## config.mk

```make
export PLATFORM = sky130hd
export DESIGN_NAME = fft_peak_reader
export DESIGN_NICKNAME = d
export VERILOG_FILES = /design/src/rtl/fft_peak_reader.sv
export SDC_FILE = /design/constraint.sdc
export NUM_CORES = 1
export LEC_CHECK = 0
export BUFFER_PORTS_ARGS = -buffer_cell sky130_fd_sc_hd__buf_2
export CORE_ASPECT_RATIO = 1.4
export CORE_UTILIZATION = 55
export DETAILED_ROUTE_END_ITERATION = 8
export PLACE_DENSITY = 0.85
export RECOVER_POWER = 100
export SETUP_SLACK_MARGIN = 0.05
export SYNTH_ARGS = -nofsm -noshare
export SYNTH_HDL_FRONTEND = slang
export SYNTH_SLANG_ARGS = --single-unit
```

## constraint.sdc

```tcl
create_clock -name clk -period 7.2 [get_ports clk]
set_input_delay 0.36 -clock clk [delete_from_list [all_inputs] [get_ports clk]]
set_output_delay 0.36 -clock clk [all_outputs]
set_load 0.01 [all_outputs]
```

## src/rtl/fft_peak_reader.sv

```systemverilog
// Sweeps the FFT magnitude RAM once per frame and reports the two largest local-maximum bins.
// Latency: start edge to done pulse is (N_BINS-DC_SKIP) + RD_LAT + 3 cycles.
// No backpressure: one bin is read per cycle; start edges during a sweep are ignored, abort returns to idle.
module fft_peak_reader #(
  parameter int ADDR_W  = 12,
  parameter int DATA_W  = 16,
  parameter int N_BINS  = 2048,
  parameter int DC_SKIP = 4,
  parameter int RD_LAT  = 1
) (
  input  logic              clk,
  input  logic              rst_n,
  input  logic              start,
  input  logic              abort,
  input  logic [DATA_W-1:0] thresh,
  output logic [ADDR_W-1:0] rd_addr,
  input  logic [DATA_W-1:0] rd_data,
  output logic              busy,
  output logic              done,
  output logic              result_valid,
  output logic [ADDR_W-1:0] pk1_bin,
  output logic [DATA_W-1:0] pk1_mag,
  output logic [ADDR_W-1:0] pk2_bin,
  output logic [DATA_W-1:0] pk2_mag
);

  localparam logic [ADDR_W-1:0] FIRST_ADDR = ADDR_W'(DC_SKIP);
  localparam logic [ADDR_W-1:0] LAST_ADDR  = ADDR_W'(N_BINS - 1);
  localparam logic [1:0]        DRAIN_END  = 2'(RD_LAT);

  typedef enum logic [1:0] {S_IDLE, S_READ, S_DRAIN, S_DONE} state_t;

  // Control state
  state_t              state_q, state_d;
  logic                start_prev_q, start_prev_d;
  logic [DATA_W-1:0]   thresh_q, thresh_d;
  logic [ADDR_W-1:0]   rd_addr_q, rd_addr_d;
  logic [1:0]          drain_cnt_q, drain_cnt_d;
  logic                busy_q, busy_d;
  logic                done_q, done_d;
  logic                rv_q, rv_d;
  logic [ADDR_W-1:0]   pk1_bin_q, pk1_bin_d, pk2_bin_q, pk2_bin_d;
  logic [DATA_W-1:0]   pk1_mag_q, pk1_mag_d, pk2_mag_q, pk2_mag_d;
  logic                start_edge;
  logic                clr_work;
  logic                flush;

  // Read-latency delay line tagging each returning word with its bin
  logic [RD_LAT-1:0]   vld_pipe_q, vld_pipe_d;
  logic [ADDR_W-1:0]   addr_pipe_q [RD_LAT];
  logic [ADDR_W-1:0]   addr_pipe_d [RD_LAT];
  logic                tag_vld;
  logic [ADDR_W-1:0]   tag_addr;

  // Peak window: a is the oldest sample, b the candidate, the incoming word is c
  logic                win_a_vld_q, win_a_vld_d, win_b_vld_q, win_b_vld_d;
  logic [DATA_W-1:0]   win_a_mag_q, win_a_mag_d, win_b_mag_q, win_b_mag_d;
  logic [ADDR_W-1:0]   win_b_bin_q, win_b_bin_d;
  logic                shift;
  logic [DATA_W-1:0]   c_mag;
  logic                is_peak;

  // Working top-2 list, published on DONE
  logic [ADDR_W-1:0]   w1_bin_q, w1_bin_d, w2_bin_q, w2_bin_d;
  logic [DATA_W-1:0]   w1_mag_q, w1_mag_d, w2_mag_q, w2_mag_d;

  assign start_edge = start & ~start_prev_q;
  assign tag_vld    = vld_pipe_q[RD_LAT-1];
  assign tag_addr   = addr_pipe_q[RD_LAT-1];

  // Sweep FSM: next state, address generation and result publishing
  always_comb begin
    state_d      = state_q;
    start_prev_d = start;
    thresh_d     = thresh_q;
    rd_addr_d    = rd_addr_q;
    drain_cnt_d  = drain_cnt_q;
    busy_d       = busy_q;
    done_d       = 1'b0;
    rv_d         = rv_q;
    pk1_bin_d    = pk1_bin_q;
    pk1_mag_d    = pk1_mag_q;
    pk2_bin_d    = pk2_bin_q;
    pk2_mag_d    = pk2_mag_q;
    clr_work     = 1'b0;
    flush        = 1'b0;
    if (abort) begin
      // Abort dominates a coincident start edge; published peaks are kept.
      state_d = S_IDLE;
      busy_d  = 1'b0;
      rv_d    = 1'b0;
    end else begin
      case (state_q)
        S_IDLE: begin
          if (start_edge) begin
            state_d   = S_READ;
            thresh_d  = thresh;
            rd_addr_d = FIRST_ADDR;
            busy_d    = 1'b1;
            rv_d      = 1'b0;
            clr_work  = 1'b1;
          end
        end
        S_READ: begin
          if (rd_addr_q == LAST_ADDR) begin
            state_d     = S_DRAIN;
            drain_cnt_d = 2'd0;
          end else begin
            rd_addr_d = rd_addr_q + ADDR_W'(1);
          end
        end
        S_DRAIN: begin
          // Last drain cycle pushes a zero into the window so the final bin is tested.
          if (drain_cnt_q == DRAIN_END) begin
            flush   = 1'b1;
            state_d = S_DONE;
          end else begin
            drain_cnt_d = drain_cnt_q + 2'd1;
          end
        end
        S_DONE: begin
          pk1_bin_d = w1_bin_q;
          pk1_mag_d = w1_mag_q;
          pk2_bin_d = w2_bin_q;
          pk2_mag_d = w2_mag_q;
          done_d    = 1'b1;
          rv_d      = 1'b1;
          busy_d    = 1'b0;
          state_d   = S_IDLE;
        end
        default: state_d = S_IDLE;
      endcase
    end
  end

  // Datapath: tag alignment, 3-sample peak test and top-2 insertion
  always_comb begin
    vld_pipe_d     = vld_pipe_q;
    addr_pipe_d    = addr_pipe_q;
    vld_pipe_d[0]  = (state_q == S_READ) && !abort;
    addr_pipe_d[0] = rd_addr_q;
    for (int i = 1; i < RD_LAT; i++) begin
      vld_pipe_d[i]  = vld_pipe_q[i-1] && !abort;
      addr_pipe_d[i] = addr_pipe_q[i-1];
    end

    shift   = tag_vld | flush;
    c_mag   = tag_vld ? rd_data : '0;
    is_peak = shift && win_a_vld_q && win_b_vld_q &&
              (win_b_mag_q > win_a_mag_q) && (win_b_mag_q >= c_mag) &&
              (win_b_mag_q >= thresh_q);

    win_a_vld_d = win_a_vld_q;
    win_a_mag_d = win_a_mag_q;
    win_b_vld_d = win_b_vld_q;
    win_b_mag_d = win_b_mag_q;
    win_b_bin_d = win_b_bin_q;
    w1_bin_d    = w1_bin_q;
    w1_mag_d    = w1_mag_q;
    w2_bin_d    = w2_bin_q;
    w2_mag_d    = w2_mag_q;

    if (shift) begin
      win_a_vld_d = win_b_vld_q;
      win_a_mag_d = win_b_mag_q;
      win_b_vld_d = tag_vld;
      win_b_mag_d = c_mag;
      win_b_bin_d = tag_addr;
    end

    // Candidates arrive in ascending bin order, so strict compares favour the lower bin on ties.
    if (is_peak) begin
      if (win_b_mag_q > w1_mag_q) begin
        w2_bin_d = w1_bin_q;
        w2_mag_d = w1_mag_q;
        w1_bin_d = win_b_bin_q;
        w1_mag_d = win_b_mag_q;
      end else if (win_b_mag_q > w2_mag_q) begin
        w2_bin_d = win_b_bin_q;
        w2_mag_d = win_b_mag_q;
      end
    end

    if (clr_work || abort) begin
      win_a_vld_d = 1'b0;
      win_b_vld_d = 1'b0;
    end
    if (clr_work) begin
      w1_bin_d = '0;
      w1_mag_d = '0;
      w2_bin_d = '0;
      w2_mag_d = '0;
    end
  end

  // State and datapath registers
  always_ff @(posedge clk or negedge rst_n) begin
    if (!rst_n) begin
      state_q      <= S_IDLE;
      start_prev_q <= 1'b0;
      thresh_q     <= '0;
      rd_addr_q    <= '0;
      drain_cnt_q  <= '0;
      busy_q       <= 1'b0;
      done_q       <= 1'b0;
      rv_q         <= 1'b0;
      pk1_bin_q    <= '0;
      pk1_mag_q    <= '0;
      pk2_bin_q    <= '0;
      pk2_mag_q    <= '0;
      vld_pipe_q   <= '0;
      for (int i = 0; i < RD_LAT; i++) addr_pipe_q[i] <= '0;
      win_a_vld_q  <= 1'b0;
      win_a_mag_q  <= '0;
      win_b_vld_q  <= 1'b0;
      win_b_mag_q  <= '0;
      win_b_bin_q  <= '0;
      w1_bin_q     <= '0;
      w1_mag_q     <= '0;
      w2_bin_q     <= '0;
      w2_mag_q     <= '0;
    end else begin
      state_q      <= state_d;
      start_prev_q <= start_prev_d;
      thresh_q     <= thresh_d;
      rd_addr_q    <= rd_addr_d;
      drain_cnt_q  <= drain_cnt_d;
      busy_q       <= busy_d;
      done_q       <= done_d;
      rv_q         <= rv_d;
      pk1_bin_q    <= pk1_bin_d;
      pk1_mag_q    <= pk1_mag_d;
      pk2_bin_q    <= pk2_bin_d;
      pk2_mag_q    <= pk2_mag_d;
      vld_pipe_q   <= vld_pipe_d;
      addr_pipe_q  <= addr_pipe_d;
      win_a_vld_q  <= win_a_vld_d;
      win_a_mag_q  <= win_a_mag_d;
      win_b_vld_q  <= win_b_vld_d;
      win_b_mag_q  <= win_b_mag_d;
      win_b_bin_q  <= win_b_bin_d;
      w1_bin_q     <= w1_bin_d;
      w1_mag_q     <= w1_mag_d;
      w2_bin_q     <= w2_bin_d;
      w2_mag_q     <= w2_mag_d;
    end
  end

  assign rd_addr      = rd_addr_q;
  assign busy         = busy_q;
  assign done         = done_q;
  assign result_valid = rv_q;
  assign pk1_bin      = pk1_bin_q;
  assign pk1_mag      = pk1_mag_q;
  assign pk2_bin      = pk2_bin_q;
  assign pk2_mag      = pk2_mag_q;

endmodule

```

# --- After elaboration in Yosys (flattened, before gate mapping) ---
# Index checks and enable logic that the tools add are counted.
word_totals:
  reg_bits: 207
  in_bits: 36
  output_inout_bits: 71
  wordCells: 114
op_classes:
  add_sub_neg: 2
  n_lt_le_gt_ge: 5
  n_eq_ne: 12
  mux: 44
  n_bitwise: 4
  n_reduce_logical: 24
ops:
  columns: ["operator", "n"]
  rows:
  - ["16-bit 2-to-1 mux", 8]
  - ["12-bit 2-to-1 mux", 9]
  - ["16-bit greater-than comparator", 3]
  - ["16-bit greater-or-equal comparator", 2]
  - ["12-bit one-hot mux with 2 select lines", 1]
  - ["1-bit 2-to-1 mux", 16]
  - ["12-bit by 1-bit adder with 12-bit output, second input constant", 1]
  - ["12-bit by 11-bit == test with 1-bit output, second input constant", 1]
  - ["2-bit 2-to-1 mux", 6]
  - ["2-bit nonzero test", 5]
  - ["3-bit != test, second input constant", 3]
  - ["2-bit != test, second input constant", 4]
  - ["2-bit one-hot mux with 4 select lines", 1]
  - ["2-bit AND reduction", 4]
  - ["4-bit AND reduction", 2]
  - ["1-bit logical AND", 6]
  - ["3-bit AND reduction", 2]
  - ["3-bit nonzero test", 2]
  - ["2-bit by 1-bit == test with 1-bit output, second input constant", 2]
  - ["2-bit == test, second input constant", 2]
  - ["1-bit one-hot mux with 2 select lines", 2]
  - ["2-bit one-hot mux with 2 select lines", 1]
  - ["2-bit by 1-bit adder with 2-bit output, second input constant", 1]
  - ["2-bit zero test", 1]
  - ["5 further kinds", 6]

# --- Depth between registers and ports, before layout ---
logic_depth:
  depth_word: 12
  depth_mapped: 13
  mapped_depth_nobuf: 9

# --- Least setup slack after synthesis ---
# OpenSTA, ideal clock, no wires.
synth_path:
  path_kind: "flip-flop to flip-flop"
  start: "register vld_pipe_q, in the netlist tag_vld"
  end: "register w2_bin_q[0]"
  setup_time_ps: 95
  arrival_time_ps: 2548
  path_slack_ps: 4557
  path_stages_with_launch: 13
  period_less_slack_ps: 2643
  cell_sequence: "dfrtp_1 buf_2 clkbuf_1 nand2_1 ha_1 nand4_1 nor2_1 o31ai_1 a211o_1 a22oi_2 nand3_2 buf_2 o32ai_2"
synth_via:
  elab_chain_cells: 8
synth_rtl:
  columns: ["element", "line_no", "source"]
  rows:
  - ["start: declaration", "49", "logic [RD_LAT-1:0] vld_pipe_q, vld_pipe_d;"]
  - ["start signal: assignment", "235", "vld_pipe_q <= vld_pipe_d;"]
  - ["parallel branches: the longest is 4 deep, another holds 16-bit greater-or-equal comparator", null, null]
  - ["1-bit logical AND * (2 in series)", "150", "(win_b_mag_q > win_a_mag_q) && (win_b_mag_q >= c_mag) &&"]
  - ["2-bit nonzero test (no line) *", null, null]
  - ["2-bit AND reduction (no line) *", null, null]
  - ["end signal: assignment", "244", "w2_bin_q <= w2_bin_d;"]
  - ["end: declaration", "64", "logic [ADDR_W-1:0] w1_bin_q, w1_bin_d, w2_bin_q, w2_bin_d;"]
# Mark *: on every way between the ends.
# A chain may end at the register's enable or synchronous reset.

# --- Worst setup path in the final report ---
layout_path:
  start: "register state_q[0]"
  end: "register w1_bin_q[11]"
layout_via:
  elab_chain_cells: 11
layout_rtl:
  columns: ["element", "line_no", "source"]
  rows:
  - ["start: declaration", "34", "state_t state_q, state_d;"]
  - ["start signal: assignment", "223", "state_q <= state_d;"]
  - ["2-bit == test", "93", "case (state_q)"]
  - ["1-bit 2-to-1 mux", "93", null]
  - ["1-bit 2-to-1 mux", "87", "if (abort) begin"]
  - ["1-bit bitwise OR", "147", "shift = tag_vld | flush;"]
  - ["1-bit logical AND (3 in series)", "149", "is_peak = shift && win_a_vld_q && win_b_vld_q &&"]
  - ["1-bit logical AND (2 in series)", "150", null]
  - ["2-bit nonzero test (no line)", null, null]
  - ["2-bit AND reduction (no line)", null, null]
  - ["end signal: assignment", "242", "w1_bin_q <= w1_bin_d;"]
  - ["end: declaration", "64", null]
# Parallel ways exist; a longest one is shown, timed or not.

==> out/qor.csv <==
stage,metric,value,unit
outcome,status,finished with violations,
outcome,failing checks,"max-capacitance violations, max-slew violations",
layout,# nets final,1179,
setup_path,CP Capture Type,register,
job,Max Cap Violations,3,
timing,period utilisation layout,68.9,%
setup_path,Critical Path RT,7600,ps
pwr,PD cells,404,nW/um2
clock_network,H-tree depth,1,
clock_network,CTS tree,yes,
pwr,maximum vdd drop,173,uV
layout,Multi-input gate area,4350,um2
clock_network,TritonCTS Buffers,20,
clock_network,clock latency on the worst-skew pair,490,ps
timing,clk_skew,13.6,ps
pwr,Design Power,0.00460,W
timing,Final WS setup,2240,ps
timing,setup_tns,0,ps
synthesis,synth top area cells,"dfrtp_1 51%, ha_1 10%, nand2_1 6.0%",
detailed_routing,WL per Instance,17.2,um
clock_network,clock buffer depth,3,
synthesis,most area-hungry cell type in the Yosys netlist,dfrtp_1,
synthesis,"FF+latch count, synth",207,
place,Place WS,3560,ps
detailed_routing,drt total wl,22500,um
clock_network,Post CTS Setup Buffer Count,0,
floorplan,die span in x,117,um
place,IO buf count,106,
layout,n_diodes,0,
detailed_routing,"antenna viol nets, final",0,
place,gpl congestion,0.851,
detailed_routing,count of TritonRoute iterations in the first routing pass,5,
setup_path,CP peak stage delay,1720,ps
timing,RSZ-0062 raised after global routing,no,
synthesis,"Primary FF master, synth",dfrtp_1,
setup_path,CP Max Fanout,47,
timing,final hold vios,0,
synthesis,Synth top area share,50.5,%
detailed_routing,vias per cell,5.59,
layout,share of cells above drive strength 1,10.0,%
global_routing,vias in the first global route,7478,
timing,Tmin final,4960,ps
detailed_routing,Remaining DRCs,0,
timing,Max-slew headroom,-177,%
place,DP HPWL,15400,um
global_routing,GRT Total Usage,24.0,%
synthesis,Mean Syn Cell Area,10.7,um2
layout,most frequent cells in the layout,"207 x dfrtp_1, 164 x nand2_1, 93 x inv_1",
global_routing,largest net degree at the start of global routing,113,
synthesis,Unique masters post-synth,59,
timing,hold_ws,75.2,ps
synthesis,post-synth net total,1080,
floorplan,Rows,58,
timing,measured slew at the worst slew-check pin,4150,ps
clock_network,clk sinks,207,
hold_path,Hold WC Path Type,input port to register,
global_routing,initial antenna violation count,0,
timing,max-slew violations,242,
floorplan,initial core utilization,56.5,%
floorplan,CORE AREA,18100,um2
layout,"most common cell after layout, fill and taps aside",dfrtp_1,
setup_path,"critical path, cell by cell","inv_1, ha_1, nand2_1, o21ba_2, clkbuf_1, nor3_1, o31a_1, a311o_1, o211ai_1, buf_4, mux2i_1",
clock_network,"CTS clk-pin slew, worst paths",70,ps
synthesis,"FFs w/ async S/R, synth",100,%
global_routing,remaining global-route overflow,0,
setup_path,critical path's slowest cell,clkbuf_1,
detailed_routing,Vias,7316,
layout,Layout area overhead,11.1,%
floorplan,die height,164,um
pwr,leakage,5.80,nW
setup_path,WP buf/inv,3,
setup_path,crit start category,register,
layout,Fill cells,1477,
synthesis,Gate Count Post-Synth,958,
detailed_routing,initial DRC count,396,
timing,Final Setup Violations,0,
synthesis,"Seq/Total Area, Yosys",50.5,%
timing,f_max,202,MHz
setup_path,CP Class,register to register,
floorplan,Die ar.,19200,um2
clock_network,CTS Root Buffer Type,clkbuf_16,
layout,sequential cell area,5180,um2
synthesis,synth warn,0,
global_routing,first-pass GRT wire length,37000,um
setup_path,family with the most delay on the worst path,buffers and inverters,
synthesis,"EDFF count, synth",0,
setup_path,"Arr. time, crit path",5360,ps
synthesis,synthesized cell area,10300,um2
floorplan,# IOs,107,
[cell families (layout without fill, tap and decap cells)]
| logic type | count (synthesis) | count (layout) | share of synthesized area, % |
|---|---|---|---|
| and+or+nand+nor | 254 | 254 | 10.9 |
| buffers and inverters | 134 | 245 | 5.57 |
| adders and majority gates | 86 | 86 | 10.5 |
| muxes | 87 | 87 | 8.84 |
| AOI/OAI and AO/OA | 180 | 180 | 12.9 |
| xor gates and xnor gates | 10 | 10 | 0.854 |
| DFF | 207 | 207 | 50.5 |
[Yosys cell counts, types with 3 or more instances]
master / number
xor2_1: 8
dfrtp_1: 207
buf_2: 4
buf_4: 5
nor3_1: 4
o32ai_2: 20
mux2_2: 27
inv_1: 93
buf_6: 6
nor2_1: 25
a21oi_1: 25
o32ai_1: 8
nor2b_1: 7
and3_1: 4
ha_1: 86
nand2b_1: 8
buf_1: 5
a21o_1: 12
o21ai_0: 81
nand3_1: 16
mux2i_1: 58
clkbuf_1: 20
nand4_1: 15
nand2_1: 164
o211ai_1: 5
o31ai_1: 3
[routing by layer]
layer	vias to the layer above	global-route usage (%)	share of wire (%)
li1	3504	-	-
met1	3584	30.3	42
met2	177	42.0	51
met3	51	2.83	3.8
met4	0	9.39	3.0
met5	-	0	0
[worst reg2reg max path, cell delays in order, from the launching register on]
cell	delay (ps)
dfrtp_1	380
inv_1	100
ha_1	260
nand2_1	110
o21ba_2	130
clkbuf_1	1720
nor3_1	270
o31a_1	220
a311o_1	370
o211ai_1	530
buf_4	510
mux2i_1	300
[what timing repair did]
item | CTS | global route
hold buffers | 2 | 0
endpoints found under the setup margin | 0 | 0
hold endpoints to repair | 79 | 0
gates resized for setup | 0 | 0
[final cells by class]
type / instances / area share [%]
inverters: 94 / 3.10
flip-flops and latches: 207 / 45.5
multi-input cells: 617 / 38.2
repair buffers: 117 / 4.56
clock buffers: 24 / 4.80
clock inverters: 10 / 1.21
well taps: 240 / 2.64
[stage by stage]
| stage | utilization (%) | cell area, um2 | cells |
|---|---|---|---|
| 2_1_floorplan | - | 10300 | 958 |
| 3_3_place_gp | 60.5 | 11000 | 1273 |
| 4_1_cts | 64.4 | 11700 | 1309 |
| 6_report | 62.8 | 11400 | 1309 |
| 3_5_place_dp | 60.5 | 11000 | 1273 |
| 5_1_grt | 62.8 | 11400 | 1309 |
[final timing paths]
check | start | to | slack [ps] | cells after the start
worst max register to register | state_q[0] | w1_bin_q[11] | 2240 | 11
worst min register to register | rd_addr[8] | addr_pipe_q[8] | 450 | 0
min in group asynchronous | rst_n | win_b_mag_q[12] | 1870 | 2
worst min-delay path | thresh[8] | thresh_q[8] | 80 | 3
worst max-delay path | state_q[0] | w1_bin_q[11] | 2240 | 11
max in group asynchronous | rst_n | pk2_bin[11] | 2840 | 3
[flip-flops by register name (all words and copies together), names as in the netlist, 12 cells and up]
name,cells
pk1_bin,12
thresh_q,16
pk1_mag,16
win_b_bin_q,12
addr_pipe_q,12
w2_bin_q,12
w2_mag_q,16
win_a_mag_q,16
pk2_bin,12
pk2_mag,16
w1_bin_q,12
rd_addr,12
win_b_mag_q,16
w1_mag_q,16
[report_power, final]
part           internal [W]  switching [W]
Clock              0.000652       0.000437
Sequential          0.00156       0.000320
Combinational      0.000663       0.000974
Total               0.00287        0.00173
Note: power is estimated with default switching activity, not from simulation.
